### src/rtl/memory_instr_issuer.sv
// Program sequencer feeding the memory block from a synchronous instruction ROM.
// Define ISSUER_PERF_COUNT_EN to add the issued/stall performance counter ports.
module memory_instr_issuer #(
  parameter int  INSTRUCTION_WIDTH = 32,
  parameter int  INSTRUCTION_COUNT = 8,
  parameter int  WAIT_WIDTH        = 8,
  localparam int PC_WIDTH          = $clog2(INSTRUCTION_COUNT)
) (
  input  logic                         clk_in,
  input  logic                         rst_in,
  input  logic                         start_in,
  input  logic                         mem_idle_in,
  output logic [PC_WIDTH-1:0]          prog_addr_out,
  input  logic [0:INSTRUCTION_WIDTH-1] prog_data_in,
  output logic [0:INSTRUCTION_WIDTH-1] instr_out,
  output logic                         instr_valid_out,
  output logic [PC_WIDTH-1:0]          pc_out,
  output logic                         busy_out,
  output logic                         done_out,
  output logic [2:0]                   dbg_state_out
`ifdef ISSUER_PERF_COUNT_EN
  ,
  output logic [15:0]                  issued_count_out,
  output logic [15:0]                  stall_count_out
`endif
);

  typedef enum logic [2:0] {
    S_IDLE  = 3'd0,
    S_FETCH = 3'd1,
    S_ISSUE = 3'd2,
    S_WAIT  = 3'd3,
    S_DONE  = 3'd4
  } state_t;

  state_t                         r_state;
  logic [PC_WIDTH-1:0]            r_pc;
  logic [0:INSTRUCTION_WIDTH-1]   r_instr;
  logic                           r_instr_valid;
  logic                           r_done;
  logic [WAIT_WIDTH-1:0]          r_wait_cnt;
  logic                           r_wait_last;

  logic [3:0]                     w_op;
  logic [WAIT_WIDTH-1:0]          w_wait_n;
  logic                           w_is_mem;
  logic                           w_is_wait;
  logic                           w_is_end;
  logic                           w_last;
  logic                           w_stall;
  logic                           w_advance;
  logic                           w_start_ok;

  assign w_op       = prog_data_in[0:3];
  assign w_wait_n   = prog_data_in[4:4+WAIT_WIDTH-1];
  assign w_is_mem   = (w_op == 4'b0000) || (w_op == 4'b0110) || (w_op == 4'b0111) ||
                      (w_op == 4'b1000) || (w_op == 4'b1001) || (w_op == 4'b1010);
  assign w_is_wait  = (w_op == 4'b0001);
  assign w_is_end   = (w_op == 4'b1111);
  assign w_last     = (r_pc == PC_WIDTH'(INSTRUCTION_COUNT - 1));
  assign w_start_ok = start_in && ((r_state == S_IDLE) || (r_state == S_DONE));

  // Handshake: memory consumes instr_out on every cycle instr_valid_out=1; mem_idle_in
  // only gates memory ops sitting in ISSUE, local ops (WAIT/END/unknown) never wait on it.
  assign w_stall   = (r_state == S_ISSUE) && w_is_mem && !mem_idle_in;
  assign w_advance = (r_state == S_ISSUE) && !w_stall && !w_is_end;

  // Next-PC address so the ROM word for the following ISSUE cycle is ready in time.
  always_comb begin
    prog_addr_out = '0;
    case (r_state)
      S_FETCH: prog_addr_out = r_pc;
      S_ISSUE: prog_addr_out = w_advance ? (r_pc + PC_WIDTH'(1)) : r_pc;
      S_WAIT:  prog_addr_out = r_pc;
      default: prog_addr_out = '0;
    endcase
  end

  always_ff @(posedge clk_in or negedge rst_in) begin
    if (!rst_in) begin
      r_state       <= S_IDLE;
      r_pc          <= '0;
      r_instr       <= '0;
      r_instr_valid <= 1'b0;
      r_done        <= 1'b0;
      r_wait_cnt    <= '0;
      r_wait_last   <= 1'b0;
    end else begin
      case (r_state)
        S_IDLE, S_DONE: begin
          r_instr_valid <= 1'b0;
          if (start_in) begin
            r_state <= S_FETCH;
            r_pc    <= '0;
            r_done  <= 1'b0;
          end
        end
        S_FETCH: begin
          r_instr_valid <= 1'b0;
          r_state       <= S_ISSUE;
        end
        S_ISSUE: begin
          if (w_is_end) begin
            r_instr       <= '0;
            r_instr_valid <= 1'b0;
            r_done        <= 1'b0 | 1'b1;
            r_state       <= S_DONE;
          end else if (w_stall) begin
            r_instr_valid <= 1'b0;
          end else begin
            r_pc          <= r_pc + PC_WIDTH'(1);
            r_instr_valid <= 1'b1;
            r_instr       <= w_is_mem ? prog_data_in : '0;
            // WAIT N: this cycle is the first NOP, the WAIT state supplies the other N-1.
            if (w_is_wait && (w_wait_n > WAIT_WIDTH'(1))) begin
              r_wait_cnt  <= w_wait_n - WAIT_WIDTH'(1);
              r_wait_last <= w_last;
              r_state     <= S_WAIT;
            end else if (w_last) begin
              r_done  <= 1'b1;
              r_state <= S_DONE;
            end
          end
        end
        S_WAIT: begin
          r_instr       <= '0;
          r_instr_valid <= 1'b1;
          r_wait_cnt    <= r_wait_cnt - WAIT_WIDTH'(1);
          if (r_wait_cnt == WAIT_WIDTH'(1)) begin
            if (r_wait_last) begin
              r_done  <= 1'b1;
              r_state <= S_DONE;
            end else begin
              r_state <= S_ISSUE;
            end
          end
        end
        default: r_state <= S_IDLE;
      endcase
    end
  end

  assign instr_out       = r_instr;
  assign instr_valid_out = r_instr_valid;
  assign pc_out          = r_pc;
  assign done_out        = r_done;
  assign busy_out        = (r_state == S_FETCH) || (r_state == S_ISSUE) || (r_state == S_WAIT);
  assign dbg_state_out   = r_state;

`ifdef ISSUER_PERF_COUNT_EN
  logic [15:0] r_issued_cnt;
  logic [15:0] r_stall_cnt;

  always_ff @(posedge clk_in or negedge rst_in) begin
    if (!rst_in) begin
      r_issued_cnt <= '0;
      r_stall_cnt  <= '0;
    end else if (w_start_ok) begin
      r_issued_cnt <= '0;
      r_stall_cnt  <= '0;
    end else begin
      if (r_instr_valid && (r_issued_cnt != 16'hFFFF))
        r_issued_cnt <= r_issued_cnt + 16'd1;
      if ((r_state == S_ISSUE) && !mem_idle_in && (r_stall_cnt != 16'hFFFF))
        r_stall_cnt <= r_stall_cnt + 16'd1;
    end
  end

  assign issued_count_out = r_issued_cnt;
  assign stall_count_out  = r_stall_cnt;
`else
  logic w_unused_start;
  assign w_unused_start = w_start_ok;
`endif

endmodule

### config.mk
export PLATFORM = sky130hd
export DESIGN_NAME = memory_instr_issuer
export DESIGN_NICKNAME = d
export VERILOG_FILES = /design/src/rtl/memory_instr_issuer.sv
export SDC_FILE = /design/constraint.sdc
export NUM_CORES = 1
export LEC_CHECK = 0
export CAP_MARGIN = 20
export CORE_AREA = 3 3 67 94
export CTS_CLUSTER_SIZE = 16
export DETAILED_ROUTE_END_ITERATION = 10
export DIE_AREA = 0 0 70 97
export PLACE_DENSITY = 0.86
export SYNTH_ARGS = -nofsm -noshare
export SYNTH_HDL_FRONTEND = slang
export SYNTH_SLANG_ARGS = --single-unit
export TNS_END_PERCENT = 30
### constraint.sdc
create_clock -name clk_in -period 2.4 [get_ports clk_in]
set_input_delay 0.48 -clock clk_in [delete_from_list [all_inputs] [get_ports clk_in]]
set_output_delay 0.48 -clock clk_in [all_outputs]
set_load 0.02 [all_outputs]
==> impl_metrics.csv <==
group,metric,value,unit
worst_setup_path,rr_startpoint,"r_wait_cnt[4]",
placed_design,port_buffers,79,
timing,tightest_slew,0.7616,ns
global_routing,antenna_found_initial,0,
floorplan,pin_count,80,
worst_setup_path,critPathMaxStageDelay,0.58,ns
worst_setup_path,cp_slowest_cell,"or4_4",
detailed_routing,via_count,2383,
worst_setup_path,cp-start-kind,"input port",
pwr,report.power.total,1511,uW
timing,fin_crit_sh,0.9858,
yosys,synth_top_area_frac,0.4930,
floorplan,core_area,0.005525,mm2
pwr,power.density,409.0,mW/mm2
floorplan,dieHeight,97,um
yosys,synth_nets,281,
detailed_routing,drt_wl_total,6811,um
floorplan,dieArea,0.006790,mm2
finish,fin_cells,418,
yosys,ys_types,49,
worst_setup_path,critPathMaxFanout,5,
timing,tns,0,ns
global_routing,gr-total-overflow,0,
global_routing,grtUsageTotal,0.2018,
timing,finalSetupViolCount,0,
timing,hold_viol,0,
detailed_routing,drt_iter0_drc,149,
timing,fin_skew,0.005261,ns
clock_tree,cts.clk_slew.worst_paths,0.09,ns
detailed_routing,dr.pass1.iters,7,
placed_design,place_congestion,0.8808,
clock_tree,htreeDepth,2,
finish,fillers,414,
global_routing,grt_max_degree,36,
finish,drive_above_1_share,0.1800,
pwr,clockPowerShare,0.313,
worst_setup_path,path_cells,"clkdlybuf4s50_1, or4_4, o41a_1, o21ai_2, nor2_1, o22a_1",
yosys,synthTopCellsByArea,"dfrtp_1, a22o_1, nor2_1",
worst_setup_path,path_class,"in -> reg",
yosys,ys_warn_count,0,
finish,fin_nets,391,
clock_tree,cts.sinks,49,
yosys,synth_cells,239,
global_routing,grt_pass1_vias,2414,
yosys,synth_edf_count,0,
worst_hold_path,hp-class,"in -> async",
yosys,yosysTopAreaCell,"dfrtp_1",
timing,slew_headroom,0.4923,
yosys,async_flop_share,1.000,
worst_setup_path,worst_ep_arrival_time,2.56,ns
pwr,p_sw_frac,0.2439,
yosys,avgSynthCellArea,10.41,um2
timing,max_freq,422.7,MHz
floorplan,start_util,0.4502,
worst_setup_path,cp_top_family,"compound AO/OA/AOI/OAI gates",
worst_setup_path,cp-startpoint,"prog_data_in[6]",
yosys,ys_ff_latch,49,
worst_setup_path,crit_required,2.59,ns
yosys,yosysSeqAreaShare,0.4930,
clock_tree,insertion_delay,0.29,ns
finish,final_common_cell,"clkdlybuf4s50_1",
pwr,power.leakage,0.001637,uW
timing,period_needed,2.366,ns
timing,maxSlewViolCount,0,
pwr,p_seq_frac,0.551,
clock_tree,clockBufferDepth,2,
worst_setup_path,end_kind,"flip-flop",
run_status,run_status,"finished, final reports clean",
worst_setup_path,worst-path-buf-inv,1,
clock_tree,root_buffer,"clkbuf_8",
pwr,comb_power_share,0.135,
finish,insertedDiodeCount,0,
placed_design,placed_cells,408,
clock_tree,cts_buffers,5,
clock_tree,cts_hold_buf,0,
detailed_routing,avgViaCountPerCell,5.701,
yosys,synth_area,0.002487,mm2
yosys,ys.flop_type,"dfrtp_1",
placed_design,hpwl,5118,um
detailed_routing,drcViolationCount,0,
clock_tree,cts_tree,"built",
finish,synthToLayoutAreaGrowth,48.54,%
pwr,vdd_drop_max,0.2862,mV
global_routing,grt_pass1_wl,11340,um
floorplan,rows,32,
job,maxCapViolations,0,
finish,mostFrequentLayoutCells,"clkdlybuf4s50_1, dfrtp_1, buf_4",
floorplan,die_w,70,um
detailed_routing,wl_per_cell,16.29,um
pwr,intPower,1143,uW
pwr,power.net_switching,368.6,uW
detailed_routing,ant_nets,0,
-- power by group through the flow --
stage | logic, uW | registers (uW) | clock network [uW]
after floorplan | 55.8 | 855 | 0
after global placement | 199 | 849 | 0
after detailed placement | 203 | 850 | 0
after CTS | 202 | 833 | 480
after global routing | 225 | 834 | 513
final | 205 | 833 | 473
-- per-stage QoR --
stage,hold WS (ns),setup WS [ns],area (um2),utilization
4_1_cts,0.2744,-0.04932,3666,0.6635
6_report,0.2515,0.03400,3695,0.6687
2_1_floorplan,0.1844,0.03244,2487,-
3_3_place_gp,0.4684,-0.7152,3585,0.6488
3_5_place_dp,0.4862,-0.7456,3585,0.6488
5_1_grt,0.3062,-0.006445,3695,0.6687
-- final timing paths --
path | to | slack (ns) | cells after the start
hold / removal | instr_out[13] | 0.25 | 1
setup / recovery | r_wait_cnt[2] | 0.03 | 6
hold reg to reg | instr_out[1] | 0.50 | 2
max in group asynchronous | instr_out[30] | 1.46 | 2
setup reg to reg | done_out | 0.48 | 5
min in group clk_in | instr_out[1] | 0.50 | 2
-- routing by layer --
metal	global-route usage	share of wire	vias up
met2	0.3605	0.54	86
met3	0.03015	0.050	12
met5	0	0	-
met4	0.07817	0.017	0
met1	0.2397	0.39	1173
li1	-	-	1112
-- sequential cells by signal, summed over array words and instances, names as in the netlist --
register and cells:
done_out 1, instr_out 32, r_wait_last 1, dbg_state_out 3
r_wait_cnt 8, pc_out 3, instr_valid_out 1
-- kinds of logic after synthesis --
| group | after synthesis | synth area share |
|---|---|---|
| adder cells (fa/ha/maj) | 6 | 0.03018 |
| buffers and inverters | 25 | 0.04326 |
| AO/OA/AOI/OAI | 83 | 0.2701 |
| AND/OR/NAND/NOR | 68 | 0.1338 |
| XOR/XNOR | 5 | 0.01760 |
| flip-flops | 49 | 0.4930 |
| multiplexers | 3 | 0.01207 |
-- synth_stat cells (all sizes together), types with 2 or more instances --
cell    count
nand3       4
o22ai       2
inv        12
nor2       27
a311oi      2
o22a        4
nor3b       2
mux2i       3
dfrtp      49
buf         6
a21o        2
or4         3
a22o       34
or3         2
clkbuf      7
a31oi       3
a21oi      11
nor3        7
nand2      15
xnor2       4
ha          6
o31ai       3
a32oi       2
o21ai      10
nor2b       2
-- layout make-up --
class / count / area [um2] / share of cell area
Tap cell: 68 / 85.08 / 0.02303
Multi-Input combinational cell: 166 / 1196 / 0.3237
Inverter: 12 / 45.04 / 0.01219
Sequential cell: 49 / 1226 / 0.3319
Timing Repair Buffer: 115 / 1055 / 0.2855
Clock buffer: 6 / 72.57 / 0.01964
Clock inverter: 2 / 15.01 / 0.004064
-- timing repair --
item                                    in CTS  in global routing
pin swaps                                    1                  3
gates resized for setup                     16                 13
endpoints found under the setup margin       3                  4
setup buffers                                1                  0
gates cloned                                 0                  1
Note: power is estimated with default switching activity, not from simulation.
